[src/rtl/ext_pipe.sv]
// Operand extender: picks an immediate or load lane, sign/zero extends it and buffers it in a small FIFO.
// Define EXT_BIGEND_EN to map load byte/halfword lanes big-endian.
module ext_pipe #(
  parameter int DATA_W = 32,
  parameter int DEPTH  = 2,
  parameter int CNT_W  = $clog2(DEPTH) + 1
) (
  input  logic              CLK,
  input  logic              nRESET,
  input  logic              FLUSH,
  input  logic              IN_VALID,
  output logic              IN_READY,
  input  logic [2:0]        SEL,
  input  logic              SZE_CTRL,
  input  logic [31:0]       IR2,
  input  logic [DATA_W-1:0] LOAD_DATA,
  input  logic [1:0]        ADDR_LO,
  output logic              OUT_VALID,
  input  logic              OUT_READY,
  output logic [DATA_W-1:0] OUT_DATA,
  output logic [CNT_W-1:0]  COUNT,
  output logic              ERR
);

  localparam int PTR_W = $clog2(DEPTH);

  logic [DATA_W-1:0] mem [DEPTH];
  logic [PTR_W-1:0]  wr_ptr, rd_ptr;
  logic [CNT_W-1:0]  count_q, count_nxt;
  logic              in_ready_q, err_q;
  logic              push, pop, bad_req;
  logic [31:0]       ld_word;
  logic [1:0]        byte_lane;
  logic              half_lane;
  logic [7:0]        lane_b;
  logic [15:0]       lane_h;
  logic              fill;
  logic [63:0]       ext64;
  logic [DATA_W-1:0] ext_val;
  logic              unused_ir_hi;

  assign unused_ir_hi = ^IR2[31:24];

  // Only the low 32 bits of the load word carry lanes; narrower words are zero padded.
  generate
    if (DATA_W >= 32) begin : g_ld_wide
      assign ld_word = LOAD_DATA[31:0];
      if (DATA_W > 32) begin : g_ld_hi
        logic unused_ld_hi;
        assign unused_ld_hi = ^LOAD_DATA[DATA_W-1:32];
      end
    end else begin : g_ld_narrow
      assign ld_word = {{(32-DATA_W){1'b0}}, LOAD_DATA};
    end
  endgenerate

`ifdef EXT_BIGEND_EN
  assign byte_lane = ~ADDR_LO;
  assign half_lane = ~ADDR_LO[1];
`else
  assign byte_lane = ADDR_LO;
  assign half_lane = ADDR_LO[1];
`endif

  assign lane_b = ld_word[{byte_lane, 3'b000} +: 8];
  assign lane_h = ld_word[{half_lane, 4'b0000} +: 16];

  // Extension is built at 64 bits so every DATA_W in range is a plain truncation.
  always_comb begin
    fill  = 1'b0;
    ext64 = '0;
    case (SEL)
      3'd0: begin fill = SZE_CTRL & IR2[11]; ext64 = {{52{fill}}, IR2[11:0]}; end
      3'd1: begin fill = SZE_CTRL & IR2[11]; ext64 = {{56{fill}}, IR2[11:8], IR2[3:0]}; end
      3'd2: begin fill = SZE_CTRL & IR2[7];  ext64 = {{56{fill}}, IR2[7:0]}; end
      3'd3: begin fill = SZE_CTRL & IR2[23]; ext64 = {{40{fill}}, IR2[23:0]}; end
      3'd4: begin fill = SZE_CTRL & lane_b[7];  ext64 = {{56{fill}}, lane_b}; end
      3'd5: begin fill = SZE_CTRL & lane_h[15]; ext64 = {{48{fill}}, lane_h}; end
      default: begin fill = 1'b0; ext64 = '0; end
    endcase
  end

  assign ext_val = ext64[DATA_W-1:0];
  assign bad_req = (SEL[2] & SEL[1]) | ((SEL == 3'd5) & ADDR_LO[0]);

  assign push      = IN_VALID & in_ready_q;
  assign pop       = OUT_VALID & OUT_READY;
  assign count_nxt = count_q + CNT_W'(push) - CNT_W'(pop);

  always_ff @(posedge CLK or negedge nRESET) begin
    if (!nRESET) begin
      for (int i = 0; i < DEPTH; i++) mem[i] <= '0;
      wr_ptr     <= '0;
      rd_ptr     <= '0;
      count_q    <= '0;
      err_q      <= 1'b0;
      in_ready_q <= 1'b0;
    end else if (FLUSH) begin
      wr_ptr     <= '0;
      rd_ptr     <= '0;
      count_q    <= '0;
      err_q      <= 1'b0;
      in_ready_q <= 1'b1;
    end else begin
      if (push) begin
        mem[wr_ptr] <= ext_val;
        wr_ptr      <= wr_ptr + 1'b1;
      end
      if (pop) rd_ptr <= rd_ptr + 1'b1;
      count_q    <= count_nxt;
      err_q      <= err_q | (push & bad_req);
      // Ready comes from next occupancy so OUT_READY never reaches IN_READY combinationally.
      in_ready_q <= (count_nxt < CNT_W'(DEPTH));
    end
  end

  assign IN_READY  = in_ready_q;
  assign OUT_VALID = (count_q != '0);
  assign OUT_DATA  = mem[rd_ptr];
  assign COUNT     = count_q;
  assign ERR       = err_q;

endmodule

[config.mk]
export PLATFORM = sky130hd
export DESIGN_NAME = ext_pipe
export DESIGN_NICKNAME = d
export VERILOG_FILES = /design/src/rtl/ext_pipe.sv
export SDC_FILE = /design/constraint.sdc
export NUM_CORES = 1
export LEC_CHECK = 0
export ABC_AREA = 0
export BUFFER_PORTS_ARGS = -buffer_cell sky130_fd_sc_hd__buf_2
export CELL_PAD_IN_SITES_DETAIL_PLACEMENT = 1
export CELL_PAD_IN_SITES_GLOBAL_PLACEMENT = 1
export CORE_ASPECT_RATIO = 1.25
export CORE_UTILIZATION = 41
export CTS_BUF_LIST = sky130_fd_sc_hd__clkbuf_2 sky130_fd_sc_hd__clkbuf_4 sky130_fd_sc_hd__clkbuf_8
export DETAILED_ROUTE_END_ITERATION = 16
export PLACE_DENSITY = 0.95
export SLEW_MARGIN = 0
export SYNTH_ARGS = -nofsm -noshare
export SYNTH_HDL_FRONTEND = slang
export SYNTH_SLANG_ARGS = --single-unit
[constraint.sdc]
create_clock -name CLK -period 4.2 [get_ports CLK]
set_input_delay 0.84 -clock CLK [delete_from_list [all_inputs] [get_ports CLK]]
set_output_delay 0.84 -clock CLK [all_outputs]
set_load 0.1 [all_outputs]
-- Word-level counts from Yosys, hierarchy flattened
Cells that the tools add are included.
- flip-flop bits (word level): 70
- input bits: 75
- output and inout bits: 37
- logic and storage cells: 57
- add/subtract/negate cells: 4
- magnitude comparators: 4
- eq/ne operators: 5
- shift operators: 2
- muxes and demuxes: 14
- bitwise operators: 15
- reduce and logical (&&, ||, !) cells: 6
- operators with widths (kind ; number):
    32-bit one-hot mux with 6 select lines ; 1
    32-bit two-way mux ; 4
    64-bit bitwise mux ; 1
    32-bit demux with 1-bit select ; 1
    32-bit by 6-bit indexed part select with 16-bit output ; 1
    32-bit by 6-bit indexed part select with 8-bit output ; 1
    1-bit AND ; 10
    3-bit by 2-bit equality test with 1-bit output (second input constant) ; 2
    3-bit equality test (second input constant) ; 2
    1-bit two-way mux ; 6
    2-bit nonzero test ; 3
    2-bit >= comparator (second input constant) ; 2
    1-bit inverter with 2-bit output ; 2
    3-bit by 1-bit equality test with 1-bit output (second input constant) ; 1
    3-bit zero test ; 1
    1-bit adder (second input constant) ; 2
    2-bit by 1-bit adder with 2-bit output ; 1
    2-bit by 1-bit less-than comparator with 1-bit output (second input constant) ; 1
    2-bit less-than comparator (second input constant) ; 1
    2-bit two-way mux ; 1
    1-bit bitwise OR ; 2
    2-bit AND reduction ; 1
    2-bit by 1-bit subtractor with 2-bit output ; 1
    1-bit logical AND ; 1
    1-bit inverter ; 1

-- Longest topological paths before layout
- depth after elaboration: 6
- depth in mapped cells: 8
- mapped depth without buffers: 8

-- Worst setup path before layout
No wires, ideal clock.
- path kind: reg-to-output
- from: register rd_ptr
- to: output OUT_DATA[25]
- arrival: 1.970 ns
- data required time: 3.360 ns
- path slack: 1.390 ns
- stages on the path, launching flop included: 5
- path buffers: 3
- cell sequence: dfrtp_1 -> clkbuf_1 -> clkbuf_1 -> mux2_2 -> buf_4
- word-level cells in the longest chain between the ends: 4
- RTL lines (item ; RTL line ; RTL):
    from (decl) ; 28 ; logic [PTR_W-1:0] wr_ptr, rd_ptr;
    from (signal assigned) ; 109 ; if (pop) rd_ptr <= rd_ptr + 1'b1;
    1-bit inverter with 2-bit output (not written as such) ; 119 ; assign OUT_DATA = mem[rd_ptr];
    32-bit two-way mux (not written as such) (3 in series) ; 119 ;
    to (decl) ; 20 ; output logic [DATA_W-1:0] OUT_DATA,
Every way passes these cells. The select of a mux whose other input is x is not followed.

-- Worst setup path in the final report
Ends and elaborated chain as after synthesis.

==> flow_metrics.tcl <==
set metrics [dict create \
    drv_slew 0 \
    worst-path-stages 3 \
    synth-edff-count 0 \
    final_common_cell "buf_2" \
    status "finished, final reports clean" \
    dpl.hpwl_um 6760 \
    worst_slack_ns 1.29 \
    crit_family "buffers and inverters" \
    hp-class "in2async" \
    netlist_area_um2 3130 \
    yosys_register_bits 56 \
    slowest_delay_ns 0.66 \
    regToRegSetupSlack_ns 2.19 \
    clk_pin_slew_ns 0.10 \
    cts_hold_buf 0 \
    cts_setup_buffers 0 \
    synth-seq-area-share 0.448 \
    fp.dieArea_um2 7990 \
    tightest_slew_ns 1.15 \
    final-hold-violation-count 0 \
    cap_viol_max_count 0 \
    die_x_um 80.2 \
    io_pins 112 \
    io_buffers 103 \
    cp_cell_sequence "buf_4 > mux2_2 > buf_2" \
    route.antenna.remaining_nets 0 \
    wirelength_um 8680 \
    holdWs_ns 0.453 \
    finalClockSkew_ns 0.00982 \
    cts_tree "yes" \
    clk_latency_ns 0.31 \
    firstDrtPassIters 4 \
    nFillCells 897 \
    reg2regPathDepth 4 \
    gp_congestion 0.811 \
    antenna_cells 0 \
    synth_fp_nets 394 \
    cts-root-buf "clkbuf_8" \
    maxSlewHeadroom 0.233 \
    fin_crit_ns 2.91 \
    start_util 0.423 \
    fmax_ghz 0.344 \
    yosysWarnings 0 \
    setup_tns_ns 0 \
    critPathLaunchType "flop" \
    core_area_um2 7400 \
    die_h_um 99.7 \
    place_ws_ns 1.36 \
    finalCritPeriodShare 0.693 \
    grt_pass1_wl_um 14100 \
    synth_cell_types 37 \
    timing.rr.start "IN_READY$_DFF_PN0_" \
    rsz0062_at_grt "no" \
    critical_path.max_fanout 16 \
    critical_path.slowest_cell "dfrtp_1" \
    vias_per_cell 5.50 \
    crit_type "reg2out" \
    cts_buffers 5 \
    overflow 0 \
    worst_ep_required_time_ns 3.36 \
    final_nets 484 \
    clock_sinks 56 \
    drive_above_1_share 0.407 \
    via_count 2751 \
    drtIter0Drc 96 \
    h-tree-depth 2 \
    async_flop_share 1.00 \
    startpoint "rd_ptr$_DFFE_PN0P_" \
    grt_use_total 0.230 \
    crit_arrival_ns 2.07 \
    post_cts.resized_instances 0 \
    ctsLongestPathBuffers 2 \
    reg2reg_to "mem[37]$_DFFE_PN0P_" \
    grt_pass1_vias 2941 \
    wl_per_cell_um 17.4 \
    crit_end "OUT_DATA[25]" \
    postSynthCellCount 317 \
    layout_common_cells "buf_2, dfrtp_1, nor2_1" \
    syn_avg_cell_area_um2 9.88 \
    syn2layout_area_growth_pct 20.3 \
    fp-row-count 35 \
    cp-end-kind "primary output" \
    ys_dominant_reg_cell "dfrtp_1" \
    worst-path-buf-inv 2 \
    drc 0 \
    grt_max_degree 39 \
    utilization 0.509 \
    setup_viol 0 \
    antenna_found_initial 0 \
]
==> layer usage <==
metal	GRT usage	vias to the layer above	routed length (µm)
met5	0	-	0
met4	0.0563	0	106
met3	0.0431	9	490
met2	0.437	91	4670
met1	0.260	1367	3410
li1	-	1284	-
==> worst min-delay path by stage <==
stage | to | slack [ns] | depth (start not counted)
CTS | mem[45]$_DFFE_PN0P_ | 0.46 | 1
global route | mem[45]$_DFFE_PN0P_ | 0.48 | 1
detailed placement | mem[3]$_DFFE_PN0P_ | 0.47 | 2
finish | mem[13]$_DFFE_PN0P_ | 0.45 | 1
floorplan | mem[0]$_DFFE_PN0P_ | 0.44 | 2
global placement | mem[1]$_DFFE_PN0P_ | 0.46 | 2
==> flip-flops by register name (all words and copies together), names as in the netlist <==
signal    count
rd_ptr        1
IN_READY      1
mem          50
ERR           1
wr_ptr        1
COUNT         2
==> kinds of logic (layout without fill, tap and decap cells) <==
group,Yosys count,in the layout,synth area share
adders and majority gates,2,2,0.00799
DFF,56,56,0.448
buffers and inverters,27,118,0.0452
muxes,52,52,0.184
and+or+nand+nor,113,113,0.172
AOI/OAI and AO/OA,63,63,0.132
xor gates and xnor gates,4,4,0.0112
==> cell usage after synthesis (5+ instances only) <==
cell type / count / area, µm²
a2111oi_2: 5 / 75.1
a21oi_1: 34 / 170
a31oi_1: 8 / 50.1
buf_2: 5 / 25.0
buf_4: 7 / 52.6
clkbuf_1: 10 / 37.5
dfrtp_1: 56 / 1400
mux2_2: 34 / 383
mux2i_1: 17 / 170
nand2_1: 22 / 82.6
nand2b_1: 5 / 31.3
nor2_1: 51 / 191
nor2b_1: 10 / 62.6
nor3_1: 9 / 45.0
o21ai_1: 5 / 25.0
==> stage by stage <==
| step | cells | instance area [µm²] |
|---|---|---|
| final | 500 | 3770 |
| after global routing | 500 | 3770 |
| after CTS | 500 | 3770 |
| after detailed placement | 492 | 3670 |
| after global placement | 492 | 3670 |
| after floorplan | 317 | 3130 |
==> cell type report <==
type,instances,area [µm²],share of cell area
Timing Repair Buffer,108,553,0.147
Sequential cell,56,1400,0.372
Multi-Input combinational cell,234,1600,0.424
Inverter,2,7.51,0.00199
Tap cell,92,115,0.0306
Clock buffer,6,82.6,0.0219
Clock inverter,2,10.0,0.00266
Power is not shown: default switching activity piles up to over one toggle a cycle in this logic, so the estimate is an artifact.
